[config.mk]
export PLATFORM = sky130hd
export DESIGN_NAME = bus_mgr_resp
export DESIGN_NICKNAME = d
export VERILOG_FILES = /design/src/rtl/bus_mgr_resp.sv
export SDC_FILE = /design/constraint.sdc
export NUM_CORES = 2
export LEC_CHECK = 0
export BUFFER_PORTS_ARGS = -buffer_cell sky130_fd_sc_hd__buf_2
export CORE_AREA = 2 2 374 561
export CTS_CLUSTER_SIZE = 24
export DETAILED_ROUTE_END_ITERATION = 12
export DIE_AREA = 0 0 376 563
export GPL_TIMING_DRIVEN = 1
export SYNTH_ARGS = -nofsm -noshare
export SYNTH_HDL_FRONTEND = slang
export SYNTH_SLANG_ARGS = --single-unit
[constraint.sdc]
create_clock -name clk -period 6.1 [get_ports clk]
set_clock_uncertainty 0.05 [all_clocks]
set_input_delay 0.305 -clock clk [delete_from_list [all_inputs] [get_ports clk]]
set_output_delay 0.305 -clock clk [all_outputs]
set_load 0.01 [all_outputs]
[src/rtl/bus_mgr_resp.sv]
// MGR-end responder for the as/rw/ds/da strobe bus.
// Serves reads from a locally written array after a fixed wait count.
module bus_mgr_resp #(
  parameter int AW          = 8,
  parameter int DW          = 8,
  parameter int WAIT_CYCLES = 2
) (
  input  logic          clk,
  input  logic          rst,
  input  logic          as,
  input  logic          rw,
  input  logic          ds,
  input  logic [AW-1:0] addr,
  output logic          da,
  output logic [DW-1:0] data,
  input  logic          lcl_we,
  input  logic [AW-1:0] lcl_addr,
  input  logic [DW-1:0] lcl_wdata,
  output logic [15:0]   rd_cnt,
  output logic [7:0]    err_cnt
);

  typedef enum logic [2:0] {
    S_IDLE,
    S_ADDR,
    S_WAIT,
    S_ACK,
    S_DONE
  } state_t;

  state_t        state;
  logic [AW-1:0] lat_addr;
  logic          lat_rw;
  logic [3:0]    cnt;

  logic [DW-1:0] mem [2**AW];

  // Array has no reset; contents survive a bus reset.
  always_ff @(posedge clk) begin
    if (lcl_we)
      mem[lcl_addr] <= lcl_wdata;
  end

  always_ff @(posedge clk or negedge rst) begin
    if (!rst) begin
      state    <= S_IDLE;
      lat_addr <= '0;
      lat_rw   <= 1'b0;
      cnt      <= '0;
      da       <= 1'b0;
      data     <= '0;
      rd_cnt   <= '0;
      err_cnt  <= '0;
    end else begin
      unique case (state)
        S_IDLE: begin
          if (as) begin
            lat_addr <= addr;
            lat_rw   <= rw;
            state    <= S_ADDR;
          end
        end
        S_ADDR: begin
          if (!as) begin
            state <= S_IDLE;
          end else if (ds) begin
            cnt   <= 4'(WAIT_CYCLES);
            state <= S_WAIT;
          end
        end
        S_WAIT: begin
          if (!ds || !as) begin
            state <= as ? S_DONE : S_IDLE;
            if (err_cnt != 8'hff)
              err_cnt <= err_cnt + 8'd1;
          end else if (cnt == 4'd0) begin
            da    <= 1'b1;
            data  <= lat_rw ? mem[lat_addr] : '0;
            state <= S_ACK;
          end else begin
            cnt <= cnt - 4'd1;
          end
        end
        S_ACK: begin
          // as may drop early here; only ds closes the cycle.
          if (!ds) begin
            da    <= 1'b0;
            data  <= '0;
            state <= S_DONE;
            if (lat_rw)
              rd_cnt <= rd_cnt + 16'd1;
            else if (err_cnt != 8'hff)
              err_cnt <= err_cnt + 8'd1;
          end
        end
        S_DONE: begin
          if (!as)
            state <= S_IDLE;
        end
        default: state <= S_IDLE;
      endcase
    end
  end

endmodule

# After elaboration in Yosys (flattened, before gate mapping)
# Memory sizes are Yosys's and may differ from the RTL's.
# Index checks and enable logic that the tools add are counted.
[word_totals]
memories = 1
mem_bits_rw = 2048
romBits = 0
latch_bits = 0
out_inout_bits = 33
regBits = 49
[memory_table]
columns = ["memory", "depth", "word_bits", "rd", "rd_ports_with_merged_regs", "wr", "line_no", "rtl"]
rows = [
  ["mem", 256, 8, 1, 0, 1, "36", "logic [DW-1:0] mem [2**AW];"],
]
[classes]
addsub = 3
bitwise = 1
n_mux = 30
eq_ne = 17
n_lt_le_gt_ge = 0
n_div = 0
reduce_logical = 13
shift = 0
mul = 0
[op_table]
columns = ["operator", "count"]
rows = [
  ["two-way mux 8 bit", 8],
  ["case mux 8 bit (2 select lines)", 2],
  ["two-way mux 3 bit", 8],
  ["inequality test 2 bit (second input constant)", 10],
  ["adder 16 x 1 -> 16 bit (second input constant)", 1],
  ["two-way mux 4 bit", 4],
  ["case mux 3 bit (5 select lines)", 1],
  ["AND reduction 5 bit", 2],
  ["adder 8 x 1 -> 8 bit (second input constant)", 1],
  ["inequality test 8 bit (second input constant)", 1],
  ["case mux 4 bit (2 select lines)", 1],
  ["AND reduction 4 bit", 2],
  ["equality test 3 x 2 -> 1 bit (second input constant)", 2],
  ["inequality test 3 bit (second input constant)", 2],
  ["two-way mux 1 bit", 5],
  ["zero test 4 bit", 1],
  ["nonzero test 2 bit", 2],
  ["subtractor 4 x 1 -> 4 bit (second input constant)", 1],
  ["equality test 3 x 1 -> 1 bit (second input constant)", 1],
  ["equality test 3 bit (second input constant)", 1],
  ["zero test 3 bit", 1],
  ["AND reduction 3 bit", 1],
  ["zero test 1 bit", 2],
  ["case mux 1 bit (2 select lines)", 1],
  ["3 further kinds", 3],
]

# Logic depth before layout (Yosys ltp)
[logic_depth]
ltp_word = 5
depth_mapped = 12

# Least setup slack after synthesis
# OpenSTA, ideal clock, no wires.
[synth_timing]
kind = "reg2reg"
start = "reg lat_addr[0]"
end = "reg data[7]"
required_time_ns = 5.928
n_path_buf = 4
setup_slack_ns = 3.663
path_stages_with_launch = 11
period_less_slack_ns = 2.437
arrival_time_ns = 2.266
path_cell_list = "dfrtp_1 buf_6 buf_12 buf_8 buf_2 mux4_2 a22oi_1 o211ai_1 nor2_1 o21ai_0 a32o_1"
[synth_between]
elab_chain_len = 5
[synth_lines]
columns = ["element", "line_no", "rtl"]
rows = [
  ["from (decl)", "32", "logic [AW-1:0] lat_addr;"],
  ["from (signal assigned)", "58", "lat_addr <= addr;"],
  ["memory (256 x 8 bit)", "n/a", ""],
  ["two-way mux 8 bit", "78", "data <= lat_rw ? mem[lat_addr] : '0;"],
  ["two-way mux 8 bit", "76", "end else if (cnt == 4'd0) begin"],
  ["two-way mux 8 bit", "72", "if (!ds || !as) begin"],
  ["case mux 8 bit (2 select lines)", "55", "unique case (state)"],
  ["to (signal assigned)", "78", ""],
  ["to (decl)", "15", "output logic [DW-1:0] data,"],
]
# No other way between the ends. The select of a mux whose other input is x is not followed.
# A chain may end at the register's enable or synchronous reset.

# Worst setup path in the final report
# Same ends and word-level chain as after synthesis.

==> summary.txt <==
cell taking the most area after synthesis - edfxtp_1
final WL - 227 mm
# IOs - 63
Tmin final - 4.69 ns
largest family of logic cells by synthesized area - multiplexers
max-cap violation count - 0
clock buffer depth - 4
CP max-delay cell - dfrtp_4
logic gate share of total power - 27.9%
maximum clock rate - 0.213 GHz
crit share post-route - 76.9%
clk root buf - clkbuf_16
max-slew violation count - 0
outcome - completed
crit path launch type - flip-flop
sequential area share after synthesis - 76.1%
Worst Max-Slew Pin Slew - 1.25 ns
Die Span Y - 563 microns
mux cell area share after synthesis - 14.1%
Peak VDD IR - 0.000428 V
Fillers - 17541
core region area - 0.207 sq mm
crit path cell chain - buf_4, mux2i_1, o221ai_1, a21oi_1, nor4_1, nand4_1, o31ai_1, a32o_1
CP Data Arrival Time - 5.43 ns
CTS tree - done
CP bufs+invs - 1
Layout area overhead - 11.6%
ratio of cells with drive above 1 in the final layout - 19.0%
crit path from - lat_addr[0]$_DFFE_PN0P_
Worst setup EP type - flip-flop
share of the synthesized area in the top cell type - 74.6%
die area - 0.212 sq mm
final setup fails - 0
most common cell in the netlist - edfxtp_1
dominant synthesized flop cell - edfxtp_1
vias - 42174
r2r setup slk - 1.41 ns
Final Hold Fails - 0
post-synthesis net count - 4262
std cell rows - 205
total iterations of the first detailed-routing run - 5
RSZ-0062 raised after global routing - no
Num Clock Sinks - 2097
later-pin clock latency in the skew report - 0.86 ns
GRT Total Usage - 21.2%
DR vias/cell - 5.87
initial antenna violation count - 13
Synth Cell Area - 0.0824 sq mm
DRC - 0
CTS H-tree depth - 4
sw power - 12.5 mW
Die Width - 376 microns
fraction of registers with async set or reset after synthesis - 2.34%
vias in the first global route - 42588
Hold/Removal Path Class - primary input to flip-flop
YS warnings - 0
Post-Synth Simple-Gate Area - 3.59%
setup_tns - 0 ns
1st-iter DRT viols - 4418
Slowest Stage Delay on Critical Path - 1.12 ns
Power Density - 427 mW/mm^2
port bufs - 62
clk slew on worst S/H paths - 0.07 ns
xor-xnor portion of the synthesized cell area - 0.234%
setup bufs post-CTS - 0
worst endpoint required time - 6.84 ns
r2r startpoint - lat_addr[0]$_DFFE_PN0P_
Syn Area/Cell - 19.5 sq um
P_leak - 28.9 nW
count of flip-flops with a built-in enable after synthesis - 2048
Pint - 26.8 mW
CP Class - flip-flop to flip-flop
min-delay src - lcl_wdata[1]
Sequential Power Share - 41.6%
pre-CTS setup slack - 1.54 ns
Compound-Gate Fraction of Synth Area - 4.13%
register area - 0.0627 sq mm
#FFs+latches synth - 2097
post-synthesis cell count - 4228
dpl hpwl - 143 mm
commonest cells in the netlist - edfxtp_1 (2048), mux4_2 (381), nor2_1 (336), mux2i_1 (273), clkbuf_1 (118)
pin count of the biggest net entering global routing - 203
clock buffer count from CTS - 197
footprint of the multi-input gates - 0.0182 sq mm
wire length of the first global-routing pass - 321 mm
top cells by area, synth - edfxtp_1 (75%), mux4_2 (10%), mux2i_1 (3.3%)
Antenna Nets Post-Route - 0
Adder-Cell Fraction of Synth Area - 0.0607%
worst setup margin - 1.41 ns
Starting Density - 39.8%
Avg WL per Cell - 31.6 microns
Unique masters post-synth - 74
crit-path leading delay family - compound AO/OA/AOI/OAI gates
Clock Power Share - 30.5%
routability cong. - 0.950
Max Fanout on Critical Path - 54
GRT overflow - 0
Worst slew margin - 16.4%
switching fraction of total power - 31.8%
Nets - 4374
-- power by group through the flow --
stage | clock (mW) | sequential [mW] | combinational, mW
floorplan | 0 | 16.3 | 7.26
global placement | 0 | 16.6 | 10.9
detailed placement | 0 | 16.6 | 10.9
CTS | 12.2 | 16.3 | 11.0
global route | 12.7 | 16.3 | 11.3
finish | 12.0 | 16.3 | 11.0
-- flip-flops by register name, summed over array words and instances, names as in the netlist --
name	cells
cnt	4
da	1
data	8
err_cnt	8
lat_addr	8
lat_rw	1
mem	2048
rd_cnt	16
state	3
-- logic make-up (layout without fill, tap and decap cells) --
kind of cell / count (synthesis) / in the layout
AND/OR/NAND/NOR: 663 / 663
XOR/XNOR: 22 / 22
flip-flops: 2097 / 2097
buffers and inverters: 265 / 527
multiplexers: 678 / 678
other: 0 / 6
AO/OA/AOI/OAI: 499 / 499
adder cells (fa/ha/maj): 4 / 4
-- stage by stage --
step / cell area (sq um) / utilization [%] / total power, mW / hold WS [ns] / std cells
after floorplan: 82400 / - / 23.6 / -0.0406 / 4228
after global placement: 85600 / 41.3 / 27.5 / 0.404 / 6817
after detailed placement: 85600 / 41.3 / 27.6 / 0.413 / 6817
after CTS: 92000 / 44.4 / 39.5 / 0.0489 / 7181
after global routing: 92000 / 44.4 / 40.3 / 0.0662 / 7184
final: 92000 / 44.4 / 39.3 / 0.0252 / 7187
-- cell type report --
| cell class | count | share of cell area [%] |
|---|---|---|
| sequential | 2097 | 68.2 |
| multi-input combinational | 1866 | 19.8 |
| clock buffer | 249 | 5.75 |
| tap | 2691 | 3.66 |
| timing repair buffer | 168 | 1.55 |
| clock inverter | 100 | 0.956 |
| inverter | 10 | 0.0408 |
| antenna | 6 | 0.0163 |
-- layout by cell type, fill, tap and decap left out, drive strengths merged, types with 7 or more instances in the layout --
cell,count
o211ai,13
nand3,47
nand2b,9
nor4,20
a22o,10
mux2i,273
o21ai,54
nor2b,17
a2111oi,16
a22oi,44
and2,12
o221ai,57
bufinv,14
mux2,24
dlygate4sd3,15
clkbuf,257
xnor2,16
clkinv,76
nand2,117
a211oi,31
mux4,381
a211o,7
a31oi,31
nor2,336
nor3,39
nand4,29
dfrtp,49
inv,15
a21oi,89
o31ai,12
o22ai,96
buf,145
and3,11
edfxtp,2048
-- routing by layer --
layer	vias up	wire length (microns)	GRT usage [%]
li1	17615	-	-
met4	10	13700	11.1
met2	1808	116000	36.9
met5	-	72	0
met3	502	14600	3.46
met1	22239	82100	25.3
-- final timing paths --
check	end	cells past startpoint
min in group asynchronous	err_cnt[2]$_DFFE_PN0P_	3
max in group asynchronous	lat_addr[1]$_DFFE_PN0P_	3
worst min register to register	rd_cnt[15]$_DFFE_PN0P_	1
worst max register to register	data[7]$_DFFE_PN0P_	8
worst max-delay path	data[7]$_DFFE_PN0P_	8
worst min-delay path	mem[177][1]$_DFFE_PP_	1
-- what timing repair did --
item / in CTS / in global routing
hold buffers: 15 / 0
hold endpoints to repair: 166 / 0
gates resized for setup: 0 / 0
No activity file was read; power rests on OpenSTA's default activity.
